<file path="config.mk">
export PLATFORM = sky130hd
export DESIGN_NAME = cpu_trace_emitter
export DESIGN_NICKNAME = d
export VERILOG_FILES = /design/src/rtl/cpu_trace_emitter_pkg.sv /design/src/rtl/cpu_trace_emitter_bin2bcd.sv /design/src/rtl/cpu_trace_emitter.sv
export SDC_FILE = /design/constraint.sdc
export NUM_CORES = 1
export LEC_CHECK = 0
export ABC_AREA = 1
export CAP_MARGIN = 40
export CORE_MARGIN = 3
export CORE_UTILIZATION = 48
export DETAILED_ROUTE_END_ITERATION = 16
export PLACE_DENSITY_LB_ADDON = 0.1
export SYNTH_ARGS = -nofsm -noshare
export SYNTH_HDL_FRONTEND = slang
export SYNTH_SLANG_ARGS = --single-unit
</file>
<file path="constraint.sdc">
create_clock -name clk -period 22.7 [get_ports clk]
set_input_delay 4.54 -clock clk [delete_from_list [all_inputs] [get_ports clk]]
set_output_delay 4.54 -clock clk [all_outputs]
set_load 0.02 [all_outputs]
</file>
<file path="src/rtl/cpu_trace_emitter_pkg.sv">
// Shared types and constants for the CPU write-trace emitter: request types,
// ASCII punctuation, line state encoding and character helpers.
package cpu_trace_emitter_pkg;

   localparam logic [1:0]  TRACE_TYPE_GRF = 2'b01;
   localparam logic [1:0]  TRACE_TYPE_MEM = 2'b10;
   localparam logic [13:0] TIME_MAX       = 14'd9999;
   localparam int          BCD_DIGITS     = 4;

   localparam logic [7:0] ASCII_NUL    = 8'h00;
   localparam logic [7:0] ASCII_CARET  = 8'h5e;
   localparam logic [7:0] ASCII_AT     = 8'h40;
   localparam logic [7:0] ASCII_COLON  = 8'h3a;
   localparam logic [7:0] ASCII_DOLLAR = 8'h24;
   localparam logic [7:0] ASCII_STAR   = 8'h2a;
   localparam logic [7:0] ASCII_LT     = 8'h3c;
   localparam logic [7:0] ASCII_EQ     = 8'h3d;
   localparam logic [7:0] ASCII_HASH   = 8'h23;
   localparam logic [7:0] ASCII_SPACE  = 8'h20;

   // Each state names the character currently presented on the sink.
   typedef enum logic [3:0] {
      ST_IDLE  = 4'd0,
      ST_CARET = 4'd1,
      ST_TIME  = 4'd2,
      ST_AT    = 4'd3,
      ST_PC    = 4'd4,
      ST_COLON = 4'd5,
      ST_SP1   = 4'd6,
      ST_TAG   = 4'd7,
      ST_GRF   = 4'd8,
      ST_ADDR  = 4'd9,
      ST_SP2   = 4'd10,
      ST_LT    = 4'd11,
      ST_EQ    = 4'd12,
      ST_SP3   = 4'd13,
      ST_DATA  = 4'd14,
      ST_HASH  = 4'd15
   } trace_state_e;

   function automatic logic [7:0] hex_ascii(input logic [3:0] nib);
      logic [7:0] res;
      if (nib < 4'd10) begin
         res = {4'h3, nib};
      end else begin
         res = 8'h57 + {4'h0, nib};
      end
      return res;
   endfunction

   function automatic logic [7:0] dec_ascii(input logic [3:0] digit);
      return {4'h3, digit};
   endfunction

endpackage

</file>
<file path="src/rtl/cpu_trace_emitter_bin2bcd.sv">
// Combinational 14-bit binary to 4-digit BCD (shift-add-3) with the digit count
// of the leading-zero-suppressed value. Inputs above 9999 are not representable.
module bin2bcd_14
   import cpu_trace_emitter_pkg::*;
(
   input  logic [13:0] bin,
   output logic [15:0] bcd,
   output logic [2:0]  ndigits
);

   logic [15:0] acc_s;

   // Double-dabble: correct each BCD digit >= 5 before shifting in the next bit.
   always_comb begin
      acc_s = 16'd0;
      for (int i = 13; i >= 0; i--) begin
         for (int d = 0; d < BCD_DIGITS; d++) begin
            if (acc_s[4*d +: 4] >= 4'd5) begin
               acc_s[4*d +: 4] = acc_s[4*d +: 4] + 4'd3;
            end else begin
               acc_s[4*d +: 4] = acc_s[4*d +: 4];
            end
         end
         acc_s = {acc_s[14:0], bin[i]};
      end
   end

   // Count significant digits; zero still occupies one digit.
   always_comb begin
      if (acc_s[15:12] != 4'd0) begin
         ndigits = 3'd4;
      end else if (acc_s[11:8] != 4'd0) begin
         ndigits = 3'd3;
      end else if (acc_s[7:4] != 4'd0) begin
         ndigits = 3'd2;
      end else begin
         ndigits = 3'd1;
      end
   end

   assign bcd = acc_s;

endmodule

</file>
<file path="src/rtl/cpu_trace_emitter.sv">
// Serialises one CPU register/memory write event into an ASCII trace line,
// one character per sink handshake.
module cpu_trace_emitter
   import cpu_trace_emitter_pkg::*;
#(
   parameter int unsigned GAP_CYCLES = 0
)(
   input  logic        clk,
   input  logic        reset,
   input  logic        req_valid,
   output logic        req_ready,
   input  logic [1:0]  req_type,
   input  logic [13:0] req_time,
   input  logic [31:0] req_pc,
   input  logic [4:0]  req_grf,
   input  logic [31:0] req_addr,
   input  logic [31:0] req_data,
   output logic [7:0]  char,
   output logic        char_valid,
   input  logic        char_ready,
   output logic        line_done,
   output logic [1:0]  err
);

   localparam logic [3:0] GAP_LOAD = 4'(GAP_CYCLES);

   trace_state_e state_r;
   trace_state_e nxt_state_s;
   logic [2:0]   k_r;
   logic [2:0]   nxt_k_s;
   logic [7:0]   nxt_char_s;

   logic [1:0]   type_r;
   logic [13:0]  time_r;
   logic [31:0]  pc_r;
   logic [4:0]   grf_r;
   logic [31:0]  addr_r;
   logic [31:0]  data_r;
   logic [3:0]   gap_r;

   logic [7:0]   char_r;
   logic         char_valid_r;
   logic         line_done_r;
   logic [1:0]   err_r;

   logic         accept_s;
   logic         advance_s;
   logic         step_s;
   logic         legal_s;
   logic         time_sat_s;

   logic [15:0]  time_bcd_s;
   logic [2:0]   time_nd_s;
   logic [15:0]  grf_bcd_s;
   logic [2:0]   grf_nd_s;

   bin2bcd_14 u_time_bcd (
      .bin     (time_r),
      .bcd     (time_bcd_s),
      .ndigits (time_nd_s)
   );

   bin2bcd_14 u_grf_bcd (
      .bin     ({9'd0, grf_r}),
      .bcd     (grf_bcd_s),
      .ndigits (grf_nd_s)
   );

   assign req_ready  = (state_r == ST_IDLE) && (gap_r == 4'd0) && !reset;
   assign accept_s   = req_valid && req_ready;
   assign advance_s  = (state_r != ST_IDLE) && char_valid_r && char_ready;
   assign step_s     = accept_s || advance_s;
   assign legal_s    = (req_type == TRACE_TYPE_GRF) || (req_type == TRACE_TYPE_MEM);
   assign time_sat_s = (req_time > TIME_MAX);

   // Next position in the line; digit fields count k down to 0.
   always_comb begin
      nxt_state_s = state_r;
      nxt_k_s     = k_r;
      case (state_r)
         ST_IDLE: begin
            if (accept_s && legal_s) begin
               nxt_state_s = ST_CARET;
               nxt_k_s     = 3'd0;
            end else begin
               nxt_state_s = ST_IDLE;
               nxt_k_s     = 3'd0;
            end
         end
         ST_CARET: begin
            nxt_state_s = ST_TIME;
            nxt_k_s     = time_nd_s - 3'd1;
         end
         ST_TIME: begin
            if (k_r != 3'd0) begin
               nxt_k_s = k_r - 3'd1;
            end else begin
               nxt_state_s = ST_AT;
            end
         end
         ST_AT: begin
            nxt_state_s = ST_PC;
            nxt_k_s     = 3'd7;
         end
         ST_PC: begin
            if (k_r != 3'd0) begin
               nxt_k_s = k_r - 3'd1;
            end else begin
               nxt_state_s = ST_COLON;
            end
         end
         ST_COLON: nxt_state_s = ST_SP1;
         ST_SP1:   nxt_state_s = ST_TAG;
         ST_TAG: begin
            if (type_r == TRACE_TYPE_GRF) begin
               nxt_state_s = ST_GRF;
               nxt_k_s     = grf_nd_s - 3'd1;
            end else begin
               nxt_state_s = ST_ADDR;
               nxt_k_s     = 3'd7;
            end
         end
         ST_GRF, ST_ADDR: begin
            if (k_r != 3'd0) begin
               nxt_k_s = k_r - 3'd1;
            end else begin
               nxt_state_s = ST_SP2;
            end
         end
         ST_SP2: nxt_state_s = ST_LT;
         ST_LT:  nxt_state_s = ST_EQ;
         ST_EQ:  nxt_state_s = ST_SP3;
         ST_SP3: begin
            nxt_state_s = ST_DATA;
            nxt_k_s     = 3'd7;
         end
         ST_DATA: begin
            if (k_r != 3'd0) begin
               nxt_k_s = k_r - 3'd1;
            end else begin
               nxt_state_s = ST_HASH;
            end
         end
         ST_HASH: begin
            nxt_state_s = ST_IDLE;
            nxt_k_s     = 3'd0;
         end
         default: begin
            nxt_state_s = ST_IDLE;
            nxt_k_s     = 3'd0;
         end
      endcase
   end

   // Character for the next position, so char can be loaded into a register.
   always_comb begin
      nxt_char_s = ASCII_NUL;
      case (nxt_state_s)
         ST_IDLE:  nxt_char_s = ASCII_NUL;
         ST_CARET: nxt_char_s = ASCII_CARET;
         ST_TIME:  nxt_char_s = dec_ascii(time_bcd_s[{nxt_k_s[1:0], 2'b00} +: 4]);
         ST_AT:    nxt_char_s = ASCII_AT;
         ST_PC:    nxt_char_s = hex_ascii(pc_r[{nxt_k_s, 2'b00} +: 4]);
         ST_COLON: nxt_char_s = ASCII_COLON;
         ST_SP1:   nxt_char_s = ASCII_SPACE;
         ST_TAG:   nxt_char_s = (type_r == TRACE_TYPE_GRF) ? ASCII_DOLLAR : ASCII_STAR;
         ST_GRF:   nxt_char_s = dec_ascii(grf_bcd_s[{nxt_k_s[1:0], 2'b00} +: 4]);
         ST_ADDR:  nxt_char_s = hex_ascii(addr_r[{nxt_k_s, 2'b00} +: 4]);
         ST_SP2:   nxt_char_s = ASCII_SPACE;
         ST_LT:    nxt_char_s = ASCII_LT;
         ST_EQ:    nxt_char_s = ASCII_EQ;
         ST_SP3:   nxt_char_s = ASCII_SPACE;
         ST_DATA:  nxt_char_s = hex_ascii(data_r[{nxt_k_s, 2'b00} +: 4]);
         ST_HASH:  nxt_char_s = ASCII_HASH;
         default:  nxt_char_s = ASCII_NUL;
      endcase
   end

   // Line FSM, captured request fields, gap counter and registered outputs.
   always_ff @(posedge clk) begin
      if (reset) begin
         state_r      <= ST_IDLE;
         k_r          <= 3'd0;
         type_r       <= 2'b00;
         time_r       <= 14'd0;
         pc_r         <= 32'd0;
         grf_r        <= 5'd0;
         addr_r       <= 32'd0;
         data_r       <= 32'd0;
         gap_r        <= 4'd0;
         char_r       <= ASCII_NUL;
         char_valid_r <= 1'b0;
         line_done_r  <= 1'b0;
         err_r        <= 2'b00;
      end else begin
         line_done_r <= 1'b0;
         err_r       <= 2'b00;
         if (accept_s) begin
            type_r <= req_type;
            time_r <= time_sat_s ? TIME_MAX : req_time;
            pc_r   <= req_pc;
            grf_r  <= req_grf;
            addr_r <= req_addr;
            data_r <= req_data;
            err_r  <= {time_sat_s, ~legal_s};
         end
         if (step_s) begin
            state_r      <= nxt_state_s;
            k_r          <= nxt_k_s;
            char_r       <= nxt_char_s;
            char_valid_r <= (nxt_state_s != ST_IDLE);
         end
         if ((state_r == ST_HASH) && advance_s) begin
            line_done_r <= 1'b1;
            gap_r       <= GAP_LOAD;
         end else if ((state_r == ST_IDLE) && (gap_r != 4'd0)) begin
            gap_r <= gap_r - 4'd1;
         end
      end
   end

   assign char       = char_r;
   assign char_valid = char_valid_r;
   assign line_done  = line_done_r;
   assign err        = err_r;

endmodule

</file>
==> results of run 1 <==
## cells in the final DEF (no fill, tap or decap), types with 12 or more instances in the layout
cell type,n
a211oi_1,12
a21oi_1,127
a31oi_1,12
clkbuf_16,17
clkdlybuf4s50_1,132
dfxtp_1,139
ha_1,37
inv_1,203
inv_2,25
nand2_1,308
nand2_2,63
nand2_4,25
nand3_1,153
nand3_2,25
nand3b_1,19
nand4_1,18
nor2_1,119
o21ai_0,137
o21ai_1,25
xor2_1,13
## routing by layer
layer  track usage  up-vias  wire (µm)
met2        0.3973      247      12930
met1        0.3241     4682      13600
met5             0        -          0
met3       0.04275       24       1367
met4       0.05643        0        389
li1              -     5451          -
## worst min-delay path, cell delays in order (launching register included)
cell     delay, ps
dfxtp_1        300
inv_1           60
a21oi_1         50
## final timing paths
kind / slack, ps / depth (start not counted) / from / to
setup / recovery: 9950 / 95 / time_r[11] / char[1]
hold reg to reg: 450 / 2 / data_r[12] / data_r[12]
setup reg to reg: 9950 / 95 / time_r[11] / char[1]
hold / removal: 450 / 2 / data_r[12] / data_r[12]
## cell type report
class,count,share of cell area
inverter,234,0.07140
clock buffer,17,0.03448
sequential,139,0.2256
clock inverter,15,0.01400
tap,275,0.02789
multi-input combinational,1164,0.5102
timing repair buffer,143,0.1164
## state kept, by name, summed over array words and instances, names as in the netlist
register	count
pc_r	32
state_r	4
gap_r	4
grf_r	5
data_r	32
err	2
type_r	2
char	7
k_r	3
time_r	14
addr_r	32
char_valid	1
line_done	1
## through the flow
step	worst slack (ps)	area [µm²]	hold WS (ps)
CTS	9944	12340	456.2
floorplan	12200	10350	424.5
global placement	10730	11690	440.2
finish	9948	12340	451.8
detailed placement	10050	11740	446.0
global route	8359	12340	464.5
## logic make-up after synthesis
| family | share of synthesized area |
|---|---|
| other cells | 0.0003624 |
| simple gates | 0.3599 |
| buf+inv | 0.1238 |
| flops | 0.2689 |
| xor+xnor | 0.01439 |
| fa+ha+maj | 0.04474 |
| mux | 0.001088 |
| compound gates | 0.1868 |
==> results.toml, run 1 <==
[detailed_routing]
wl_mm = 28.29
vias = 10400
route.detailed.drc = 0
postRouteAntennaNets = 0
firstDrtPassIters = 6
viasPerCell = 5.236
routedWlPerCell_um = 14.24
drtIter0Drc = 692

[yosys]
ys_warn_count = 0
synth_top_area_cell = "dfxtp_1"
async_flop_share = 0
ys_ff_latch = 139
synth_area_um2 = 10350
synth.distinct_cells = 61
synth_top_cell_area_share = 0.2689
synth_common_cells = "nand2_1 (309), inv_1 (204), nand3_1 (153)"
synthMostInstantiatedCell = "nand2_1"
ys.flop_type = "dfxtp_1"
yosysSeqAreaShare = 0.2689
synth_cells = 1602
ys_top_cells_by_area = "dfxtp_1 (27%), nand2_1 (11%), inv_1 (7.4%)"
synthesis.nets = 1760
synth_edf_count = 0
synth.avg_cell_area_um2 = 6.459

[cells_and_area]
final-seq-area_um2 = 2783
fillers = 2112
multi_input_area_um2 = 6295
synthToLayoutAreaGrowth_pct = 19.23
instances_no_fill = 1987
layout-drive-gt1-share = 0.1186
nNetsFinal = 1857
antenna_cells = 0
final_util = 0.5850

[setup_path]
crit_type = "reg2reg"
cp.arrival_ps = 13120
cp.required_ps = 23060
path_buf_inv = 25
crit_path_top_delay_cell = "clkinv_1"
worst_setup_path_start_kind = "flop"
path_delay_family = "simple AND/OR/NAND/NOR gates"
end_kind = "flop"
crit_fanout = 33
crit_path_max_incr_delay_ps = 760

[global_route]
grt-ovfl-total = 0
grt_pass1_vias = 9750
grt_max_degree = 112
grt_pass1_wl_mm = 46.92
grt_antenna_before_repair = 0
grtUsageTotal = 0.2389

[cts]
cts.sinks = 139
clk_latency_ps = 430
clkTransAtPathRegs_ps = 70
cts_resized = 0
cts_hold_buf = 0
cts_root_buf = "clkbuf_16"
cts_tree = "built"
cts_setup_buffers = 0
htreeDepth = 4
cts_buffers = 17
cts_buffer_depth = 2

[timing]
hold_viol = 0
slew_viol_final = 0
rsz0062_at_grt = "no"
fin_skew_ps = 11.14
tightest_slew_ps = 904.2
period_needed_ps = 12750
relSlewSlack = 0.3972
tns_ps = 0
timing.final.crit_share = 0.5618
setup_violations = 0
fmax_mhz = 78.42

[die]
dieHeight_um = 152.8
die_w_um = 152.8
start_util = 0.4907
dieArea_um2 = 23360
fp-row-count = 53
core_area_um2 = 21090
io_pins = 134

[placed_design]
routabilityCongestion = 0.8817
port-buffer-count = 132
dp_hpwl_mm = 21.13
placedCellCount = 1955

[outcome]
status = "finished clean"

[worst_hold_path]
hp-class = "reg2reg"

[run]
drv_cap = 0
Power of run 1 is not shown: default switching activity piles up to over one toggle a cycle in this logic, so the estimate is an artifact.
==> run 2, diff against run 1 <==
- clock period: 22.7 -> 11.1 ns (I/O delays scaled with it)
==> results.toml, run 2 (synthesis results as in run 1) <==
[detailed_routing]
viasPerCell = 5.247
route.detailed.drc = 0
vias = 10530
routedWlPerCell_um = 14.74
firstDrtPassIters = 5
wl_mm = 29.56
drtIter0Drc = 685
postRouteAntennaNets = 0

[timing]
relSlewSlack = 0.4408
worst_slack_ps = 572.3
fmax_mhz = 94.99
tightest_slew_ps = 838.8
setup_violations = 0
fin_skew_ps = 14.27
hold_viol = 0
hold_ws_ps = 453.3
timing.final.crit_share = 0.9484
slew_viol_final = 0
period_needed_ps = 10530

[worst_hold_path]
holdPathStages = 2
hp-class = "reg2reg"
min_from = "data_r[12]"
min_to = "data_r[12]"

[cells_and_area]
nNetsFinal = 1876
synthToLayoutAreaGrowth_pct = 23.89
reg.largest.list = "addr_r (32), data_r (32), pc_r (32)"
mostFrequentLayoutCells = "nand2_1 (291), inv_1 (192), nand3_1 (146), dfxtp_1 (138), o21ai_0 (136)"
layout-drive-gt1-share = 0.1664
antenna_cells = 0
final_cell_area_um2 = 12820
final_common_cell = "nand2_1"
instances_no_fill = 2006

[placed_design]
postPlaceCellArea_um2 = 11730
routabilityCongestion = 0.8813
dp_hpwl_mm = 21.00
port-buffer-count = 132
placedCellCount = 1956
place_ws_ps = -361.2

[die]
dieArea_um2 = 23360
io_pins = 134
dieHeight_um = 152.8
fp-row-count = 53
core_area_um2 = 21090
start_util = 0.4907
die_w_um = 152.8

[setup_path]
worst_setup_path_start_kind = "flop"
rr_worst_depth = 91
r2r-end = "char[0]"
cp.arrival_ps = 10840
crit_fanout = 6
crit_type = "reg2reg"
cpMostUsedCell = "nand2_2"
r2r_setup_slack_ps = 570
cp.required_ps = 11410
end_kind = "flop"
crit_path_max_incr_delay_ps = 370
crit_path_top_delay_cell = "dfxtp_1"
r2r_start = "time_r[12]"

[global_route]
busiest_layer = "met2"
grtUsageTotal = 0.2381
grt_antenna_before_repair = 0
grt_max_degree = 101
grt_pass1_vias = 9597
use_met3 = 0.04219
met1_usage = 0.3322
grt-ovfl-total = 0
grt_pass1_wl_mm = 46.49
grtUsageMet2 = 0.3848

[cts]
clk_latency_ps = 440
cts_buffer_depth = 2
cts_root_buf = "clkbuf_16"
cts_buffers = 17
cts_tree = "built"
clkTransAtPathRegs_ps = 80
htreeDepth = 4
cts_hold_buf = 0
cts.sinks = 139

[run]
drv_cap = 0

[outcome]
status = "finished clean"
run 2: cell types whose count changed in the layout (fill, tap and decap cells not counted), moves of 4 or more:
cell     before  now
nand2_1     308  291
nand2_2      63   79
buf_4         9   24
ha_1         37   23
inv_1       203  192
inv_2        25   35
ha_2          0    8
nand3_1     153  146
ha_4          0    6
nand3_2      25   31
a21oi_1     127  123
run 2: repair_timing:
action,CTS,global route
gates resized for setup,9,81
endpoints found under the setup margin,6,8
setup buffers,0,15
hold endpoints to repair,0,0
cloned,0,3
pin swaps,1,28
run 2: worst max path at each step:
stage	startpoint	endpoint	slack, ps	cells after the start
2_1_floorplan	time_r[11]	char[1]	600	95
3_3_place_gp	time_r[11]	char[2]	170	96
3_5_place_dp	time_r[11]	char[2]	-360	96
4_1_cts	time_r[11]	char[2]	4	94
5_1_grt	time_r[11]	char[2]	-110	97
6_report	time_r[12]	char[0]	570	91
run 2: critical path, delay by kind of cell (launching register included):
kind,cells,cell delay [ps]
xor gates and xnor gates,2,390
adders and majority gates,12,2090
DFF,1,370
and+or+nand+nor,39,3860
buffers and inverters,23,1590
AOI/OAI and AO/OA,15,2070
run 2: cell type report:
type	instances	area, µm²
Multi-Input combinational cell	1164	6598
Timing Repair Buffer	162	1628
Fill cell	2054	8268
Sequential cell	139	2786
Clock inverter	15	150.1
Tap cell	275	344.1
Clock buffer	17	425.4
Inverter	234	888.4
run 2: through the flow:
step	TNS (ps)	util
finish	0	0.6079
global route	-350.7	0.6079
CTS	0	0.5850
detailed placement	-1682	0.5561
global placement	0	0.5561
floorplan	0	-
run 2: metal layers:
layer  up-vias  part of all wire
met2       269              0.45
met4         0             0.018
met5         -                 0
li1       5484                 -
met1      4726              0.48
met3        46             0.052
Power of run 2 is left out for the same reason.
